**src/rtl/demux_16_deser_if.sv**
```systemverilog
// Bus bundle for the 16-bit serial-to-parallel demux deserializer.
// The master drives frame start, serial data and consumer ready.
// The slave (the deserializer) returns the assembled word and its status.
interface demux_16_deser_if;
    logic        start;
    logic        din;
    logic        din_valid;
    logic [15:0] dout;
    logic        dout_valid;
    logic        dout_ready;
    logic [3:0]  sel;
    logic        busy;
    logic        err;

    modport master (
        output start,
        output din,
        output din_valid,
        output dout_ready,
        input  dout,
        input  dout_valid,
        input  sel,
        input  busy,
        input  err
    );

    modport slave (
        input  start,
        input  din,
        input  din_valid,
        input  dout_ready,
        output dout,
        output dout_valid,
        output sel,
        output busy,
        output err
    );
endinterface

```
**src/rtl/demux_16_deser.sv**
```systemverilog
// 16:1 demux deserializer.
// Each accepted serial bit is written into shadow[sel], and sel then steps
// towards the far end of the word. The 16th accept publishes the whole
// shadow word on dout and holds it until the consumer takes it.
// Bits that arrive while a word is still held are dropped and flagged on err.
module demux_16_deser #(
    parameter bit MSB_FIRST = 1'b0
) (
    input logic              clk,
    input logic              rst,
    demux_16_deser_if.slave  bus
);

    // Index of the first bit written and of the 16th bit written.
    localparam logic [3:0] SelFirst = MSB_FIRST ? 4'd15 : 4'd0;
    localparam logic [3:0] SelLast  = MSB_FIRST ? 4'd0  : 4'd15;

    typedef enum logic [1:0] {
        StIdle,
        StRecv,
        StHold
    } state_e;

    state_e      state_q, state_d;
    logic [3:0]  sel_q, sel_d;
    logic [15:0] shadow_q, shadow_d;
    logic [15:0] dout_q, dout_d;
    logic        dout_valid_q, dout_valid_d;
    logic        err_q, err_d;

    // Next index after an accept; wraps only via the explicit SelLast check.
    logic [3:0]  sel_step;

    assign sel_step = MSB_FIRST ? (sel_q - 4'd1) : (sel_q + 4'd1);

    // Next-state logic: frame control, bit capture, word publish and overrun detection.
    always_comb begin
        state_d      = state_q;
        sel_d        = sel_q;
        shadow_d     = shadow_q;
        dout_d       = dout_q;
        dout_valid_d = dout_valid_q;
        err_d        = 1'b0;

        unique case (state_q)
            StIdle: begin
                // The start cycle never captures din, even if it is qualified.
                if (bus.start) begin
                    state_d  = StRecv;
                    sel_d    = SelFirst;
                    shadow_d = 16'h0000;
                end
            end

            StRecv: begin
                if (bus.start) begin
                    // Restart discards the partial frame; start beats din_valid.
                    sel_d    = SelFirst;
                    shadow_d = 16'h0000;
                end else if (bus.din_valid) begin
                    shadow_d[sel_q] = bus.din;
                    if (sel_q == SelLast) begin
                        dout_d       = shadow_d;
                        dout_valid_d = 1'b1;
                        sel_d        = SelFirst;
                        state_d      = StHold;
                    end else begin
                        sel_d = sel_step;
                    end
                end
            end

            StHold: begin
                if (bus.dout_ready) begin
                    dout_valid_d = 1'b0;
                    if (bus.start) begin
                        state_d  = StRecv;
                        sel_d    = SelFirst;
                        shadow_d = 16'h0000;
                    end else begin
                        state_d = StIdle;
                    end
                end else if (bus.din_valid) begin
                    // No room for the bit: drop it and flag an overrun.
                    err_d = 1'b1;
                end
            end

            default: begin
                state_d = StIdle;
            end
        endcase
    end

    // State registers; reset clears all frame data immediately.
    always_ff @(posedge clk or posedge rst) begin
        if (rst) begin
            state_q      <= StIdle;
            sel_q        <= SelFirst;
            shadow_q     <= 16'h0000;
            dout_q       <= 16'h0000;
            dout_valid_q <= 1'b0;
            err_q        <= 1'b0;
        end else begin
            state_q      <= state_d;
            sel_q        <= sel_d;
            shadow_q     <= shadow_d;
            dout_q       <= dout_d;
            dout_valid_q <= dout_valid_d;
            err_q        <= err_d;
        end
    end

    assign bus.dout       = dout_q;
    assign bus.dout_valid = dout_valid_q;
    assign bus.sel        = sel_q;
    assign bus.busy       = (state_q == StRecv);
    assign bus.err        = err_q;

    // A held word is never overwritten before the consumer accepts it.
    a_dout_stable: assert property (@(posedge clk) disable iff (rst)
        (dout_valid_q && !bus.dout_ready) |=> (dout_valid_q && $stable(dout_q)));

    // err is a single-cycle pulse.
    a_err_pulse: assert property (@(posedge clk) disable iff (rst)
        err_q |=> !err_q);

    // dout_valid is high exactly while holding a word.
    a_valid_hold: assert property (@(posedge clk) disable iff (rst)
        dout_valid_q == (state_q == StHold));

endmodule

```
**src/flat_wrapper.sv**
```systemverilog
// flat-port wrapper written by rule: the top's interface ports become plain ports
module demux_16_deser_flat 
#(
    parameter bit MSB_FIRST = 1'b0
)
  (clk, rst, bus_start, bus_din, bus_din_valid, bus_dout_ready, bus_dout, bus_dout_valid, bus_sel, bus_busy, bus_err);
  demux_16_deser_if bus_i ();
  input logic clk;
  input logic rst;
  input wire logic [$bits(bus_i.start)-1:0] bus_start;
  input wire logic [$bits(bus_i.din)-1:0] bus_din;
  input wire logic [$bits(bus_i.din_valid)-1:0] bus_din_valid;
  input wire logic [$bits(bus_i.dout_ready)-1:0] bus_dout_ready;
  output wire logic [$bits(bus_i.dout)-1:0] bus_dout;
  output wire logic [$bits(bus_i.dout_valid)-1:0] bus_dout_valid;
  output wire logic [$bits(bus_i.sel)-1:0] bus_sel;
  output wire logic [$bits(bus_i.busy)-1:0] bus_busy;
  output wire logic [$bits(bus_i.err)-1:0] bus_err;
  assign bus_i.start = bus_start;
  assign bus_i.din = bus_din;
  assign bus_i.din_valid = bus_din_valid;
  assign bus_i.dout_ready = bus_dout_ready;
  assign bus_dout = bus_i.dout;
  assign bus_dout_valid = bus_i.dout_valid;
  assign bus_sel = bus_i.sel;
  assign bus_busy = bus_i.busy;
  assign bus_err = bus_i.err;
  demux_16_deser #(.MSB_FIRST(MSB_FIRST)) u_core (.clk(clk), .rst(rst), .bus(bus_i));
endmodule
```
**config.mk**
```make
export PLATFORM = sky130hd
export DESIGN_NAME = demux_16_deser_flat
export DESIGN_NICKNAME = d
export VERILOG_FILES = /design/src/rtl/demux_16_deser_if.sv /design/src/rtl/demux_16_deser.sv /design/src/flat_wrapper.sv
export SDC_FILE = /design/constraint.sdc
export NUM_CORES = 1
export LEC_CHECK = 0
export ABC_AREA = 1
export CAP_MARGIN = 40
export CORE_MARGIN = 2
export CORE_UTILIZATION = 35
export DETAILED_ROUTE_END_ITERATION = 16
export GPL_TIMING_DRIVEN = 0
export HOLD_SLACK_MARGIN = 0.12
export PLACE_DENSITY_LB_ADDON = 0.05
export SLEW_MARGIN = 15
export SYNTH_ARGS = -nofsm -noshare
export SYNTH_HDL_FRONTEND = slang
export SYNTH_SLANG_ARGS = --single-unit
```
**constraint.sdc**
```tcl
create_clock -name clk -period 1.6 [get_ports clk]
set_input_delay 0.32 -clock clk [delete_from_list [all_inputs] [get_ports clk]]
set_output_delay 0.32 -clock clk [all_outputs]
set_load 0.05 [all_outputs]
```
==> out/metrics.json <==
{
  "run_status": {"value": "finished clean"},
  "postLayoutCellArea": {"value": 0.00267, "unit": "mm^2"},
  "synth-simple-area-share": {"value": 35.3, "unit": "%"},
  "p_comb_share": {"value": 38.7, "unit": "%"},
  "route.final.wire_length": {"value": 4830, "unit": "um"},
  "grt_use_total": {"value": 16.4, "unit": "%"},
  "cp.required": {"value": 1.28, "unit": "ns"},
  "worst_path_max_delay_cell": {"value": "sky130_fd_sc_hd__clkdlybuf4s15_1"},
  "cts_buffers": {"value": 5},
  "avgSynthCellArea": {"value": 7.75, "unit": "um^2"},
  "postPlaceCellArea": {"value": 0.00245, "unit": "mm^2"},
  "viasPerCell": {"value": 4.60},
  "area.sequential": {"value": 980, "unit": "um^2"},
  "switching_share_of_power": {"value": 39.4, "unit": "%"},
  "die-height": {"value": 80.5, "unit": "um"},
  "detail_route.wl_per_cell": {"value": 12.5, "unit": "um"},
  "yosys.area.top_type": {"value": "sky130_fd_sc_hd__dfrtp_1"},
  "worst-path-max-fanout": {"value": 4},
  "yosys_warnings": {"value": 0},
  "clock_tree.root_cell": {"value": "sky130_fd_sc_hd__clkbuf_8"},
  "critPathMaxStageDelay": {"value": 0.52, "unit": "ns"},
  "fin_ws": {"value": 0.0354, "unit": "ns"},
  "max_slew_margin": {"value": 67.1, "unit": "%"},
  "hold_path.class": {"value": "input pin to async pin"},
  "endpoint_kind": {"value": "output pin"},
  "synth_area_leaders": {"value": "sky130_fd_sc_hd__dfrtp_1, sky130_fd_sc_hd__nand2_1, sky130_fd_sc_hd__ha_1, sky130_fd_sc_hd__nand3_1, sky130_fd_sc_hd__o21ai_0"},
  "dp_slack": {"value": -0.231, "unit": "ns"},
  "yosys_register_bits": {"value": 39},
  "grt_first_pass_wirelength": {"value": 8220, "unit": "um"},
  "synth.lib_cells_used.distinct": {"value": 19},
  "critical_path.top_delay_family": {"value": "buffers and inverters"},
  "synthMuxAreaShare": {"value": 0, "unit": "%"},
  "postSynthCellCount": {"value": 264},
  "fill_cells": {"value": 587},
  "post_synth_fa_ha_maj_area_fraction": {"value": 6.11, "unit": "%"},
  "period_needed": {"value": 1.56, "unit": "ns"},
  "antenna_cells": {"value": 0},
  "finalCritPeriodShare": {"value": 97.8, "unit": "%"},
  "row_count": {"value": 27},
  "vias": {"value": 1771},
  "gp_congestion": {"value": 0.753},
  "finalSetupTns": {"value": 0, "unit": "ns"},
  "final_max_slew_viol_count": {"value": 0},
  "antenna_found_initial": {"value": 0},
  "chipWidth": {"value": 80.5, "unit": "um"},
  "netlist.area_leader.share": {"value": 47.7, "unit": "%"},
  "timing.max_cap.violations": {"value": 0},
  "globalRouteOverflowTotal": {"value": 0},
  "multi_input_comb_area": {"value": 0.00101, "unit": "mm^2"},
  "port_buffers": {"value": 28},
  "clock_latency": {"value": 0.29, "unit": "ns"},
  "report.final.hold_viol_count": {"value": 0},
  "numClockSinks": {"value": 39},
  "post_route_drc_violation_count": {"value": 0},
  "areaGrowthSynthToFinish": {"value": 30.3, "unit": "%"},
  "cts-htree-levels": {"value": 2},
  "synth_sequential_area_ratio": {"value": 47.7, "unit": "%"},
  "detailed_router_s_first_iteration_violation_count": {"value": 76},
  "max_slew.worst_pin.slew": {"value": 0.495, "unit": "ns"},
  "grt_start_max_net_pins": {"value": 33},
  "drtPass1Iterations": {"value": 4},
  "io_pins": {"value": 29},
  "critical_path.cell_chain": {"value": "clkdlybuf4s15_1"},
  "synth.cell_area": {"value": 0.00205, "unit": "mm^2"},
  "grt_setup_unrepaired": {"value": "true"},
  "deepest_clock_path_buffer_count": {"value": 2},
  "cts_tree": {"value": "yes"},
  "cts.reportedPaths.clkPinSlew": {"value": 0.08, "unit": "ns"},
  "utilization": {"value": 47.9, "unit": "%"},
  "switchingPower": {"value": 1.18, "unit": "mW"},
  "die_footprint": {"value": 0.00648, "unit": "mm^2"},
  "synth_compound_gate_area_share": {"value": 4.89, "unit": "%"},
  "fmax": {"value": 639, "unit": "MHz"},
  "postCtsHoldBufs": {"value": 0},
  "grt_pass1_vias": {"value": 1730},
  "leakage": {"value": 1.44, "unit": "nW"},
  "power.share.clock": {"value": 22.9, "unit": "%"},
  "pwr-share-seq": {"value": 38.5, "unit": "%"},
  "kind_of_launch_point_of_the_worst_setup_path": {"value": "register"},
  "dominant_combinational_cell_family_by_area_after_synthesis": {"value": "simple AND/OR/NAND/NOR gates"},
  "worst_clock_skew": {"value": 0.00425, "unit": "ns"},
  "path_class": {"value": "register to output pin"},
  "arrival": {"value": 1.24, "unit": "ns"},
  "p_per_area": {"value": 1120, "unit": "mW/mm^2"},
  "synth-xor-area-share": {"value": 0, "unit": "%"},
  "setup_viol": {"value": 0},
  "dp.final_hpwl": {"value": 3400, "unit": "um"},
  "syn-num-nets": {"value": 280},
  "proportion_of_layout_cells_with_a_drive_suffix_above_1": {"value": 15.3, "unit": "%"},
  "worstPathBufferInverterCount": {"value": 1},
  "internal_power": {"value": 1.81, "unit": "mW"},
  "finalPower": {"value": 2.98, "unit": "mW"},
  "max-vdd-ir-drop": {"value": 0.592, "unit": "mV"},
  "initial_cell_density_of_the_core": {"value": 36.7, "unit": "%"},
  "ant_nets": {"value": 0},
  "design.final.nets": {"value": 329},
  "fp.coreArea": {"value": 0.00557, "unit": "mm^2"}
}
==> per-stage QoR <==
stage / instances / hold WS [ns]
5_1_grt: 385 / 0.258
3_5_place_dp: 365 / 0.463
6_report: 385 / 0.250
2_1_floorplan: 264 / 0.437
3_3_place_gp: 364 / 0.459
4_1_cts: 371 / 0.258
==> final timing paths <==
| check | from | endpoint | slack, ns | cells after the start |
|---|---|---|---|---|
| worst max-delay path | u_core.bus.sel[3] | bus_sel[3] | 0.04 | 1 |
| worst min-delay path | rst | u_core.bus.dout[1] | 0.25 | 2 |
| worst max register to register | u_core.state_q[1] | u_core.bus.dout[7] | 0.05 | 10 |
| worst min register to register | u_core.bus.dout[13] | u_core.bus.dout[13] | 0.47 | 2 |
| max in group asynchronous | rst | u_core.state_q[0] | 0.91 | 3 |
| min in group clk | u_core.bus.dout[13] | u_core.bus.dout[13] | 0.47 | 2 |
==> cell type report <==
type | count | share of cell area (%)
tap | 72 | 3.38
buffer | 6 | 1.78
inverter | 19 | 2.86
multi-input combinational | 201 | 37.9
clock buffer | 6 | 3.10
sequential | 39 | 36.7
timing repair buffer | 41 | 14.1
clock inverter | 1 | 0.188
==> cell usage in the layout (no fill, tap or decap), drive strengths merged <==
master and n:
a21oi 1, buf 18, clkbuf 11, clkdlybuf4s15 1, clkdlybuf4s50 5, clkinv 2, dfrtp 39, dlygate4sd2 18
ha 10, inv 18, nand2 138, nand3 21, nand4 2, nor2 10, o21ai 19
==> power groups by stage <==
stage | combinational (mW) | sequential, mW | clock, mW
floorplan | 0.588 | 1.32 | 0
global placement | 1.02 | 1.17 | 0
detailed placement | 1.03 | 1.17 | 0
CTS | 0.994 | 1.15 | 0.702
global route | 1.28 | 1.16 | 0.759
finish | 1.15 | 1.15 | 0.681
==> per-layer routing <==
metal,global-route usage (%),routed length [um]
met5,0,0
met4,3.05,22
met3,3.37,135
met2,26.3,2300
met1,23.0,2370
==> state kept, by name, indices dropped and copies added (netlist names) <==
name and flops:
u_core.bus.sel 4, u_core.bus.err 1, u_core.bus.dout_valid 1, u_core.shadow_q 15
u_core.state_q 2, u_core.bus.dout 16
==> cells by family after synthesis <==
group                      after synthesis
buffers and inverters                   26
AOI/OAI and AO/OA                       20
adders and majority gates               10
and+or+nand+nor                        169
DFF                                     39
==> Yosys cell counts <==
cell type                  count
sky130_fd_sc_hd__nand2_1     137
sky130_fd_sc_hd__nand2_4       1
sky130_fd_sc_hd__nor2_8        2
sky130_fd_sc_hd__inv_2         1
sky130_fd_sc_hd__nor2_4        1
sky130_fd_sc_hd__dfrtp_1      39
sky130_fd_sc_hd__o21ai_0      19
sky130_fd_sc_hd__a21oi_1       1
sky130_fd_sc_hd__nor2_1        5
sky130_fd_sc_hd__buf_2         3
sky130_fd_sc_hd__inv_1        17
sky130_fd_sc_hd__clkbuf_1      1
sky130_fd_sc_hd__nand4_1       2
sky130_fd_sc_hd__ha_1         10
sky130_fd_sc_hd__nand3_2       2
sky130_fd_sc_hd__inv_4         1
sky130_fd_sc_hd__nand3_1      19
sky130_fd_sc_hd__buf_6         2
sky130_fd_sc_hd__buf_4         1
==> repair_timing <==
| item | in CTS | in global routing |
|---|---|---|
| endpoints found under the setup margin | 36 | 35 |
| gates cloned | 0 | 3 |
| buffers inserted | 0 | 11 |
| endpoints found under the hold margin | 0 | 0 |
| pin swaps | 0 | 5 |
| gates resized for setup | 32 | 15 |
==> worst reg2reg max path, stage by stage (launching register included) <==
cell and delay, ns:
sky130_fd_sc_hd__dfrtp_1 0.41, sky130_fd_sc_hd__inv_2 0.10, sky130_fd_sc_hd__ha_4 0.17, sky130_fd_sc_hd__inv_2 0.05, sky130_fd_sc_hd__nor2_4 0.13, sky130_fd_sc_hd__nand2_4 0.11
sky130_fd_sc_hd__nor2_8 0.14, sky130_fd_sc_hd__buf_4 0.15, sky130_fd_sc_hd__buf_4 0.13, sky130_fd_sc_hd__nand2_1 0.06, sky130_fd_sc_hd__nand2_1 0.07
No activity file was read; power rests on OpenSTA's default activity.
